## config.mk

```make
export PLATFORM = sky130hd
export DESIGN_NAME = serial_add_sub_flat
export DESIGN_NICKNAME = d
export VERILOG_FILES = /design/src/rtl/serial_add_sub_if.sv /design/src/rtl/serial_add_sub.sv /design/src/flat_wrapper.sv
export SDC_FILE = /design/constraint.sdc
export NUM_CORES = 1
export LEC_CHECK = 0
export ABC_AREA = 1
export BUFFER_PORTS_ARGS = -buffer_cell sky130_fd_sc_hd__buf_2
export CAP_MARGIN = 5
export CORE_MARGIN = 4
export CORE_UTILIZATION = 55
export DETAILED_ROUTE_END_ITERATION = 12
export PLACE_DENSITY_LB_ADDON = 0.3
export RECOVER_POWER = 100
export SYNTH_ARGS = -nofsm -noshare
export SYNTH_HDL_FRONTEND = slang
export SYNTH_SLANG_ARGS = --single-unit
```

## constraint.sdc

```tcl
create_clock -name clk -period 1.6 [get_ports clk]
set_input_delay 0.48 -clock clk [delete_from_list [all_inputs] [get_ports clk]]
set_output_delay 0.48 -clock clk [all_outputs]
set_load 0.02 [all_outputs]
```

## src/rtl/serial_add_sub_if.sv

```systemverilog
// Operand/result bundle for the serial adder/subtractor: start request, operands, busy/done status, result.
// master drives the request side; slave is the arithmetic block.
interface serial_add_sub_if #(
   parameter int WIDTH = 8
);
   logic             start;
   logic             sub;
   logic [WIDTH-1:0] a;
   logic [WIDTH-1:0] b;
   logic             cin;
   logic             busy;
   logic             done;
   logic [WIDTH-1:0] sum;
   logic             cout;
   logic             ovf;

   modport master (
      output start, sub, a, b, cin,
      input  busy, done, sum, cout, ovf
   );

   modport slave (
      input  start, sub, a, b, cin,
      output busy, done, sum, cout, ovf
   );
endinterface

```

## src/rtl/serial_add_sub.sv

```systemverilog
// Multi-cycle add/subtract, DIGIT bits per cycle LSB first; done pulses N+1 edges after an accepted start.
// No backpressure: start is honoured only in IDLE, ignored (not queued) while busy or in the done cycle.
module serial_add_sub #(
   parameter int WIDTH = 8,
   parameter int DIGIT = 1
) (
   input  logic            clk,
   input  logic            rst_n,
   serial_add_sub_if.slave bus
);
   localparam int N  = WIDTH / DIGIT;
   localparam int CW = (N > 1) ? $clog2(N) : 1;
   localparam logic [CW-1:0] LAST = CW'(N - 1);

   if (WIDTH < 2 || (WIDTH % DIGIT) != 0) begin : g_param_check
      $error("serial_add_sub: WIDTH must be >= 2 and a multiple of DIGIT");
   end

   typedef enum logic [1:0] {IDLE, CALC, DONE} state_t;

   state_t           state;
   logic [WIDTH-1:0] a_sh;
   logic [WIDTH-1:0] b_sh;
   logic [WIDTH-1:0] res_sh;
   logic             carry;
   logic [CW-1:0]    cnt;

   logic [DIGIT-1:0] d_sum;
   logic [DIGIT:0]   c;
   logic [WIDTH-1:0] res_next;

   // Ripple chain of full adders over the current low digit; c[DIGIT-1] is
   // the carry into the top bit, needed for overflow on the last digit.
   always_comb begin
      c     = '0;
      d_sum = '0;
      c[0]  = carry;
      for (int i = 0; i < DIGIT; i++) begin
         d_sum[i] = a_sh[i] ^ b_sh[i] ^ c[i];
         c[i+1]   = (a_sh[i] & b_sh[i]) | (c[i] & (a_sh[i] ^ b_sh[i]));
      end
   end

   assign res_next = WIDTH'({d_sum, res_sh} >> DIGIT);

   always_ff @(posedge clk or negedge rst_n) begin
      if (!rst_n) begin
         state    <= IDLE;
         a_sh     <= '0;
         b_sh     <= '0;
         res_sh   <= '0;
         carry    <= 1'b0;
         cnt      <= '0;
         bus.busy <= 1'b0;
         bus.done <= 1'b0;
         bus.sum  <= '0;
         bus.cout <= 1'b0;
         bus.ovf  <= 1'b0;
      end else begin
         bus.done <= 1'b0;
         case (state)
            IDLE: begin
               if (bus.start) begin
                  // Subtract is A + ~B + 1, so the operation kind is folded
                  // into B' and the initial carry here.
                  a_sh     <= bus.a;
                  b_sh     <= bus.b ^ {WIDTH{bus.sub}};
                  carry    <= bus.sub | bus.cin;
                  cnt      <= '0;
                  bus.busy <= 1'b1;
                  state    <= CALC;
               end
            end
            CALC: begin
               carry  <= c[DIGIT];
               a_sh   <= a_sh >> DIGIT;
               b_sh   <= b_sh >> DIGIT;
               res_sh <= res_next;
               if (cnt == LAST) begin
                  bus.sum  <= res_next;
                  bus.cout <= c[DIGIT];
                  bus.ovf  <= c[DIGIT] ^ c[DIGIT-1];
                  bus.busy <= 1'b0;
                  bus.done <= 1'b1;
                  state    <= DONE;
               end else begin
                  cnt <= cnt + 1'b1;
               end
            end
            DONE: begin
               state <= IDLE;
            end
            default: begin
               state <= IDLE;
            end
         endcase
      end
   end
endmodule

```

## src/flat_wrapper.sv

```systemverilog
// flat-port wrapper written by rule: the top's interface ports become plain ports
module serial_add_sub_flat 
#(
   parameter int WIDTH = 8,
   parameter int DIGIT = 1
)
  (clk, rst_n, bus_start, bus_sub, bus_a, bus_b, bus_cin, bus_busy, bus_done, bus_sum, bus_cout, bus_ovf);
  serial_add_sub_if #(.WIDTH(WIDTH)) bus_i ();
  input  logic clk;
  input  logic rst_n;
  input wire logic [$bits(bus_i.start)-1:0] bus_start;
  input wire logic [$bits(bus_i.sub)-1:0] bus_sub;
  input wire logic [$bits(bus_i.a)-1:0] bus_a;
  input wire logic [$bits(bus_i.b)-1:0] bus_b;
  input wire logic [$bits(bus_i.cin)-1:0] bus_cin;
  output wire logic [$bits(bus_i.busy)-1:0] bus_busy;
  output wire logic [$bits(bus_i.done)-1:0] bus_done;
  output wire logic [$bits(bus_i.sum)-1:0] bus_sum;
  output wire logic [$bits(bus_i.cout)-1:0] bus_cout;
  output wire logic [$bits(bus_i.ovf)-1:0] bus_ovf;
  assign bus_i.start = bus_start;
  assign bus_i.sub = bus_sub;
  assign bus_i.a = bus_a;
  assign bus_i.b = bus_b;
  assign bus_i.cin = bus_cin;
  assign bus_busy = bus_i.busy;
  assign bus_done = bus_i.done;
  assign bus_sum = bus_i.sum;
  assign bus_cout = bus_i.cout;
  assign bus_ovf = bus_i.ovf;
  serial_add_sub #(.WIDTH(WIDTH), .DIGIT(DIGIT)) u_core (.clk(clk), .rst_n(rst_n), .bus(bus_i));
endmodule
```

# [Word level (Yosys, flattened, before mapping)]
# Cells that the tools add are included.
[totals] input_bits=21 word_cells=49 reg_bits=42
[op_classes] bitwise=8 mux=17 n_reduce_logical=7 addsub=1 eq_ne=5
[ops] op="case mux 8 bit (2 select lines)" count=2
[ops] op="two-way mux 8 bit" count=2
[ops] op="bitwise XOR 8 bit" count=1
[ops] op="two-way mux 3 bit" count=2
[ops] op="case mux 3 bit (2 select lines)" count=1
[ops] op="AND reduction 2 bit" count=3
[ops] op="AND reduction 3 bit" count=2
[ops] op="two-way mux 1 bit" count=5
[ops] op="two-way mux 2 bit" count=2
[ops] op="!= test 2 bit (second input constant)" count=2
[ops] op="case mux 1 bit (2 select lines)" count=2
[ops] op="case mux 2 bit (2 select lines)" count=1
[ops] op="adder 3 x 1 -> 3 bit (second input constant)" count=1
[ops] op="== test 3 bit (second input constant)" count=1
[ops] op="bitwise XOR 1 bit" count=3
[ops] op="AND 1 bit" count=2
[ops] op="== test 2 x 1 -> 1 bit (second input constant)" count=1
[ops] op="logical NOT 2 bit" count=1
[ops] op="!= test 2 x 1 -> 1 bit (second input constant)" count=1
[ops] op="bitwise OR 1 bit" count=2
[ops] op="nonzero test 2 bit" count=1

# [Logic depth before layout (Yosys ltp)]
# Gate-level depths: netlist of the first run.
[depth] word_depth=4 mapped_depth=8 depth_no_buf=7

# [Worst setup path after synthesis of the first run]
# No wires, ideal clock.
[synth_path] kind="register -> register" from="reg u_core.cnt[0]" to="reg u_core.bus.sum[6]" setup_slack_ns=0.200 n_path_buf=1 required_ns=1.524 arrival_time_ns=1.323 path_stages_with_launch=9 synth_period_minus_slack_ns=1.400 cell_sequence="dfrtp_1 ha_1 ha_1 nand2_2 nor2_4 inv_2 buf_2 nand2_1 o21ai_1"
[synth_via] elab_chain_cells=2
[synth_rtl] element="start, declared" line_no="serial_add_sub.sv:26" text="logic [CW-1:0] cnt;"
[synth_rtl] element="start signal, assigned" line_no="serial_add_sub.sv:87" text="cnt <= cnt + 1'b1;"
[synth_rtl] element="== test 3 bit" line_no="serial_add_sub.sv:79" text="if (cnt == LAST) begin"
[synth_rtl] element="AND reduction 2 bit (no line)"
[synth_rtl] element="end signal, assigned" line_no="serial_add_sub.sv:80" text="bus.sum <= res_next;"
[synth_rtl] element="end, declared" line_no="serial_add_sub_if.sv:24" text="output busy, done, sum, cout, ovf"
# Every way passes these cells.
# A chain may end at the register's enable or synchronous reset.

# [Final worst setup path of the first run]
[layout_path] from="reg u_core.bus.cout" to="out bus_cout"
[layout_lines] element="start, declared" line_no="serial_add_sub_if.sv:24"
[layout_lines] element="start signal, assigned" line_no="serial_add_sub.sv:81" text="bus.cout <= c[DIGIT];"
[layout_lines] element="end, declared" line_no="flat_wrapper.sv:19" text="output wire logic [$bits(bus_i.cout)-1:0] bus_cout;"
# No word-level cell between the ends.

==> impl_metrics.csv, run 1 <==
group,metric,value,unit
place,place_hpwl,2520,microns
drt,ant_nets,0,
final_layout,nets,304,
logic_synthesis,ys_seq_area_share,53.11,%
clock_tree,clkLatencyLatePin,0.35,ns
logic_synthesis,synth_seq_cells,41,
logic_synthesis,synth.avg_cell_area,7.950,sq um
setup_path,crit_fanout,2,
drt,drc_errors,0,
drt,drt_iter0_markers,98,
logic_synthesis,synth_top_area_share,53.11,%
final_layout,antennaDiodeCount,0,
place,io_buffers,32,
setup_path,crit_path_max_incr_delay,0.39,ns
final_layout,drive_gt1_share,15.30,%
sta,period_needed,1.462,ns
worst_hold_path,hp-class,"primary input to flop",
clock_tree,postCtsHoldBufs,0,
clock_tree,cts-resized-gates,0,
logic_synthesis,synth_cell_type_count,18,
drt,vias,1585,
global_route,grt_overflow,0,
logic_synthesis,dominantRegCellSynth,"dfrtp_1",
floorplan,initial_core_util,57.44,%
logic_synthesis,synth.top_cells.by_count,"nand2_1 (107), dfrtp_1 (41), nand3_1 (21)",
logic_synthesis,synth_most_common_cell,"nand2_1",
sta,tightest_slew,0.9885,ns
logic_synthesis,synthCells,243,
outcome,status,"finished clean",
setup_path,criticalPathCategory,"flop to output pin",
logic_synthesis,yosys_warnings,0,
sta,rsz0062_at_grt,"no",
logic_synthesis,synth_edf_count,0,
floorplan,die_area,0.004525,sq mm
drt,firstDrtPassIters,4,
drt,routed_wl,3665,microns
clock_tree,cts_setup_buffers,0,
sta,slew_violations,0,
final_layout,fillers,323,
setup_path,cp_num_buf_inv,1,
logic_synthesis,synth_area,0.001932,sq mm
logic_synthesis,async_flop_share,100.0,%
sta,finalHoldViolations,0,
clock_tree,cts-root-buf,"clkbuf_4",
clock_tree,clock_sinks,41,
sta,period_share,91.34,%
pwr,ir_drop,0.9408,mV
final_layout,synthToLayoutAreaGrowth,13.80,%
floorplan,rows,21,
final_layout,regArea,0.001026,sq mm
sta,worst_slack,0.1385,ns
setup_path,cp-end-kind,"output pin",
global_route,antenna_found_initial,0,
sta,max_slew_margin,34.10,%
clock_tree,cts_tree,"done",
logic_synthesis,synth_nets,267,
global_route,grt_max_degree,42,
clock_tree,cts_made_buffers,5,
clock_tree,cts-htree-levels,2,
floorplan,die_x,67.27,microns
pwr,powerDensity,1891,mW/mm^2
floorplan,core,0.003363,sq mm
sta,finalClockSkew,0.01127,ns
flow_run,drv_cap,0,
pwr,power_leakage,1.199,nW
clock_tree,max-clock-path-buffers,2,
setup_path,path_delay_family,"flip-flops",
drt,routedWlPerCell,11.21,microns
final_layout,multi_input_area,754.5,sq um
logic_synthesis,yosys-top-cells-area,"dfrtp_1 (53%), nand2_1 (21%), nand3_1 (5.4%)",
global_route,grt_pass1_wl,6417,microns
setup_path,cp.required,1.12,ns
sta,fmax,684.2,MHz
setup_path,cp_cell_sequence,"clkbuf_1",
setup_path,start_kind,"flop",
sta,holdWs,0.3283,ns
drt,vias_per_cell,4.847,
setup_path,slowest_stage,"dfrtp_1",
sta,setup_viol,0,
final_layout,final_util,65.36,%
floorplan,die_y,67.27,microns
place,finalWeightedCongestion,0.7608,
global_route,grt_pass1_vias,1475,
global_route,grt_util_all_layers,19.15,%
place,pre_cts_ws,0.1515,ns
clock_tree,clk_pin_slew,0.13,ns
setup_path,arrival,0.98,ns
floorplan,ioPinCount,33,
logic_synthesis,post-synth-top-area-cell,"dfrtp_1",
sta,fin_tns_setup,0,ns
==> kinds of logic after synthesis <==
kind of cell / synth area share, %
simple gates: 30.83
flops: 53.11
buf+inv: 7.837
compound gates: 4.987
fa+ha+maj: 2.331
xor+xnor: 0.9069
==> path summary, 6_finish.rpt <==
| path | startpoint | end | slack [ns] | depth (start not counted) |
|---|---|---|---|---|
| setup / recovery | u_core.bus.cout$_DFFE_PN0P_ | bus_cout | 0.14 | 1 |
| hold / removal | bus_a[7] | u_core.a_sh[7]$_DFFE_PN0P_ | 0.33 | 3 |
| setup reg to reg | u_core.cnt[0]$_DFFE_PN0P_ | u_core.bus.ovf$_DFFE_PN0P_ | 0.15 | 6 |
| hold reg to reg | u_core.a_sh[1]$_DFFE_PN0P_ | u_core.a_sh[1]$_DFFE_PN0P_ | 0.49 | 2 |
| max in group asynchronous | rst_n | u_core.state[1]$_DFFE_PN0P_ | 0.63 | 2 |
| min in group asynchronous | rst_n | u_core.bus.sum[2]$_DFFE_PN0P_ | 0.35 | 2 |
==> layout make-up <==
| class | instances | area share, % |
|---|---|---|
| Clock buffer | 5 | 1.707 |
| Clock inverter | 3 | 2.106 |
| Inverter | 23 | 3.927 |
| Multi-Input combinational cell | 170 | 34.32 |
| Sequential cell | 41 | 46.67 |
| Tap cell | 46 | 2.618 |
| Timing Repair Buffer | 39 | 8.651 |
==> routing by layer <==
| metal | part of all wire, % | GRT usage [%] | wire, microns | vias up |
|---|---|---|---|---|
| met5 | 0 | 0 | 0 | - |
| met4 | 2.0 | 9.114 | 72 | 0 |
| met3 | 5.0 | 3.993 | 182 | 7 |
| met2 | 49 | 32.27 | 1805 | 34 |
| met1 | 44 | 23.40 | 1605 | 727 |
| li1 | - | - | - | 817 |
==> sequential cells by signal (all words and copies together) (netlist names), 2 cells and up <==
name	count
u_core.a_sh	8
u_core.b_sh	8
u_core.bus.sum	8
u_core.res_sh	7
u_core.cnt	3
u_core.state	2
==> layout by cell type, fill, tap and decap left out <==
cell type / n
nand2_1: 107
dfrtp_1: 41
nand3_1: 21
buf_2: 20
inv_1: 18
nor2_1: 17
clkbuf_1: 12
o21ai_0: 10
o21ai_1: 6
inv_2: 5
clkbuf_4: 5
buf_4: 4
clkbuf_2: 3
xnor2_1: 2
ha_1: 2
nand2_2: 1
nor2_4: 1
o21ai_4: 1
nand3b_1: 1
fa_1: 1
bufinv_16: 1
clkinv_4: 1
clkinvlp_4: 1
==> power by group <==
group | switching (mW) | internal (mW) | leakage [nW]
registers | 0.273 | 1.49 | 0.516
clock network | 0.356 | 0.331 | 0.0414
logic | 1.09 | 0.619 | 0.641
total | 1.72 | 2.43 | 1.20
==> per-stage QoR <==
step,area (sq um),power [mW],std cells
CTS,2233,4.262,327
floorplan,1932,3.096,243
global route,2198,4.566,327
finish,2198,4.158,327
global placement,2150,3.511,319
detailed placement,2150,3.563,319
Note: power is estimated with default switching activity, not from simulation.
==> inputs of run 2 (changes only) <==
--- a/config.mk
+++ b/config.mk
@@ -12,7 +12,6 @@
 export CORE_UTILIZATION = 55
 export DETAILED_ROUTE_END_ITERATION = 12
 export PLACE_DENSITY_LB_ADDON = 0.3
-export RECOVER_POWER = 100
 export SYNTH_ARGS = -nofsm -noshare
 export SYNTH_HDL_FRONTEND = slang
 export SYNTH_SLANG_ARGS = --single-unit
==> run 2 against run 1 <==
Against the previous run: flip-flop and latch count unchanged; non-clock buffer count unchanged; fmax up 0.24%; design area up 1.6%; first-iteration DRC count up 8.2%; power up 1.5%; worst hold slack worse by 0.26 ns; via count up 1.5%; highest routed layer unchanged.
==> impl_metrics.csv, run 2 (synthesis gave the netlist of run 1 again) <==
group,metric,value,unit
outcome,status,"finished clean",
global_route,grt_overflow,0,
drt,firstDrtPassIters,4,
clock_tree,cts_setup_buffers,0,
pwr,finalPower,4.219,mW
global_route,grt_pass1_vias,1475,
setup_path,arrival,1.70,ns
setup_path,crit_end,"u_core.bus.ovf$_DFFE_PN0P_",
setup_path,criticalPathCategory,"flop to flop",
pwr,clkPwrFrac,16.3,%
global_route,grt_util_all_layers,19.15,%
place,io_buffers,32,
final_layout,nets,304,
setup_path,crit_fanout,18,
setup_path,path_delay_family,"adder cells",
clock_tree,cts_made_buffers,5,
clock_tree,clk_pin_slew,0.13,ns
global_route,antenna_found_initial,0,
worst_hold_path,hp-class,"primary input to asynchronous set/reset pin",
final_layout,reg_top3,"u_core.a_sh (8), u_core.b_sh (8), u_core.bus.sum (8)",
final_layout,drive_gt1_share,19.57,%
global_route,grt_pass1_wl,6417,microns
setup_path,slowest_stage,"dfrtp_1",
pwr,switching_power,1.728,mW
sta,fin_tns_setup,0,ns
drt,vias,1608,
pwr,comb_power_share,42.1,%
setup_path,cp.required,1.84,ns
drt,vias_per_cell,4.917,
drt,routed_wl,3649,microns
final_layout,synthToLayoutAreaGrowth,15.61,%
sta,rsz0062_at_grt,"no",
clock_tree,cts-htree-levels,2,
sta,fmax,685.9,MHz
place,place_area,0.002150,sq mm
final_layout,final_area,0.002233,sq mm
sta,slew_violations,0,
drt,drc_errors,0,
setup_path,reg2reg_slack,0.14,ns
place,place_hpwl,2520,microns
setup_path,cp-end-kind,"flop",
final_layout,final_cell_mix,"nand2_1 (107), dfrtp_1 (41), buf_2 (32)",
sta,period_needed,1.458,ns
setup_path,r2r-end,"u_core.bus.ovf$_DFFE_PN0P_",
flow_run,drv_cap,0,
clock_tree,postCtsHoldBufs,0,
floorplan,die_x,67.27,microns
setup_path,cp.depth,6,
clock_tree,clock_sinks,41,
clock_tree,cts_tree,"done",
pwr,switching_share,40.96,%
floorplan,die_y,67.27,microns
setup_path,critPathMostFrequentCell,"ha_1",
clock_tree,cts-resized-gates,0,
global_route,grt_max_degree,42,
pwr,powerDensity,1889,mW/mm^2
final_layout,fillers,315,
setup_path,cp_num_buf_inv,1,
sta,finalClockSkew,0.01271,ns
setup_path,cp_cell_sequence,"ha_1 -> ha_1 -> nand2_2 -> nor2_4 -> inv_2 -> o21ai_0",
place,finalWeightedCongestion,0.7608,
floorplan,core,0.003363,sq mm
pwr,intPower,2.491,mW
floorplan,initial_core_util,57.44,%
drt,routedWlPerCell,11.16,microns
setup_path,crit_path_max_incr_delay,0.41,ns
floorplan,die_area,0.004525,sq mm
floorplan,rows,21,
setup_path,critical_path.startpoint,"u_core.cnt[0]$_DFFE_PN0P_",
sta,finalHoldViolations,0,
setup_path,rr_startpoint,"u_core.cnt[0]$_DFFE_PN0P_",
sta,period_share,91.13,%
sta,max_slew_margin,82.12,%
setup_path,worst_r2r_path_depth,6,
final_layout,final_common_cell,"nand2_1",
pwr,power_leakage,1.249,nW
final_layout,antennaDiodeCount,0,
clock_tree,cts-root-buf,"clkbuf_4",
drt,ant_nets,0,
clock_tree,clkLatencyLatePin,0.36,ns
pwr,seqPwrFrac,41.6,%
clock_tree,max-clock-path-buffers,2,
drt,drt_iter0_markers,106,
sta,setup_viol,0,
floorplan,ioPinCount,33,
sta,tightest_slew,0.2671,ns
setup_path,start_kind,"flop",
pwr,ir_drop,0.9444,mV
-- run 2: cell count changes in the layout (fill, tap and decap cells not counted), sizes merged --
cell and change:
clkbuf -15, buf +15
-- run 2: worst min-delay path by stage --
stage	startpoint	end	slack, ns	cells after the start
finish	rst_n	u_core.res_sh[2]$_DFFE_PN0P_	0.07	2
global route	rst_n	u_core.bus.sum[2]$_DFFE_PN0P_	0.07	2
CTS	rst_n	u_core.bus.sum[2]$_DFFE_PN0P_	0.06	2
detailed placement	u_core.res_sh[1]$_DFFE_PN0P_	u_core.bus.sum[0]$_DFFE_PN0P_	0.46	2
global placement	rst_n	u_core.cnt[2]$_DFFE_PN0P_	0.46	2
floorplan	rst_n	u_core.a_sh[0]$_DFFE_PN0P_	0.18	0
-- run 2: area by class of cell --
class                   instances  area (sq um)  area share [%]
inverters                      23         86.33           3.866
well taps                      46         57.56           2.577
repair buffers                 39         225.2           10.08
flip-flops and latches         41          1026           45.94
clock inverters                 3         46.29           2.073
multi-input cells             170         754.5           33.78
clock buffers                   5         37.54           1.681
-- run 2: per-stage QoR --
step / util, % / instances / setup WS, ns / hold WS, ns
6_report: 66.41 / 327 / 0.1420 / 0.06993
5_1_grt: 66.41 / 327 / 0.01509 / 0.06687
3_5_place_dp: 63.91 / 319 / 0.1515 / 0.4630
3_3_place_gp: 63.91 / 319 / 0.1972 / 0.4619
4_1_cts: 66.41 / 327 / 0.1304 / 0.06189
2_1_floorplan: - / 243 / 0.2002 / 0.1844
-- run 2: worst reg2reg max path, stage by stage, from the launching register on --
cell and delay [ns]:
dfrtp_1 0.41, ha_1 0.21, ha_1 0.20, nand2_2 0.14
nor2_4 0.06, inv_2 0.21, o21ai_0 0.13
-- run 2: power groups by stage --
stage	sequential (mW)	combinational [mW]	clock, mW
final	1.75	1.78	0.688
after global routing	1.82	2.06	0.741
after detailed placement	1.78	1.79	0
after CTS	1.76	1.80	0.705
after global placement	1.76	1.75	0
after floorplan	1.86	1.24	0
-- run 2: routing by layer --
layer  part of all wire, %  wire length (microns)  GRT usage, %  up-vias
met1                    44                   1618         23.40      745
met2                    49                   1782         32.27       38
met4                   2.0                     72         9.114        0
met3                   4.8                    176         3.993        7
met5                     0                      0             0        -
li1                      -                      -             -      818
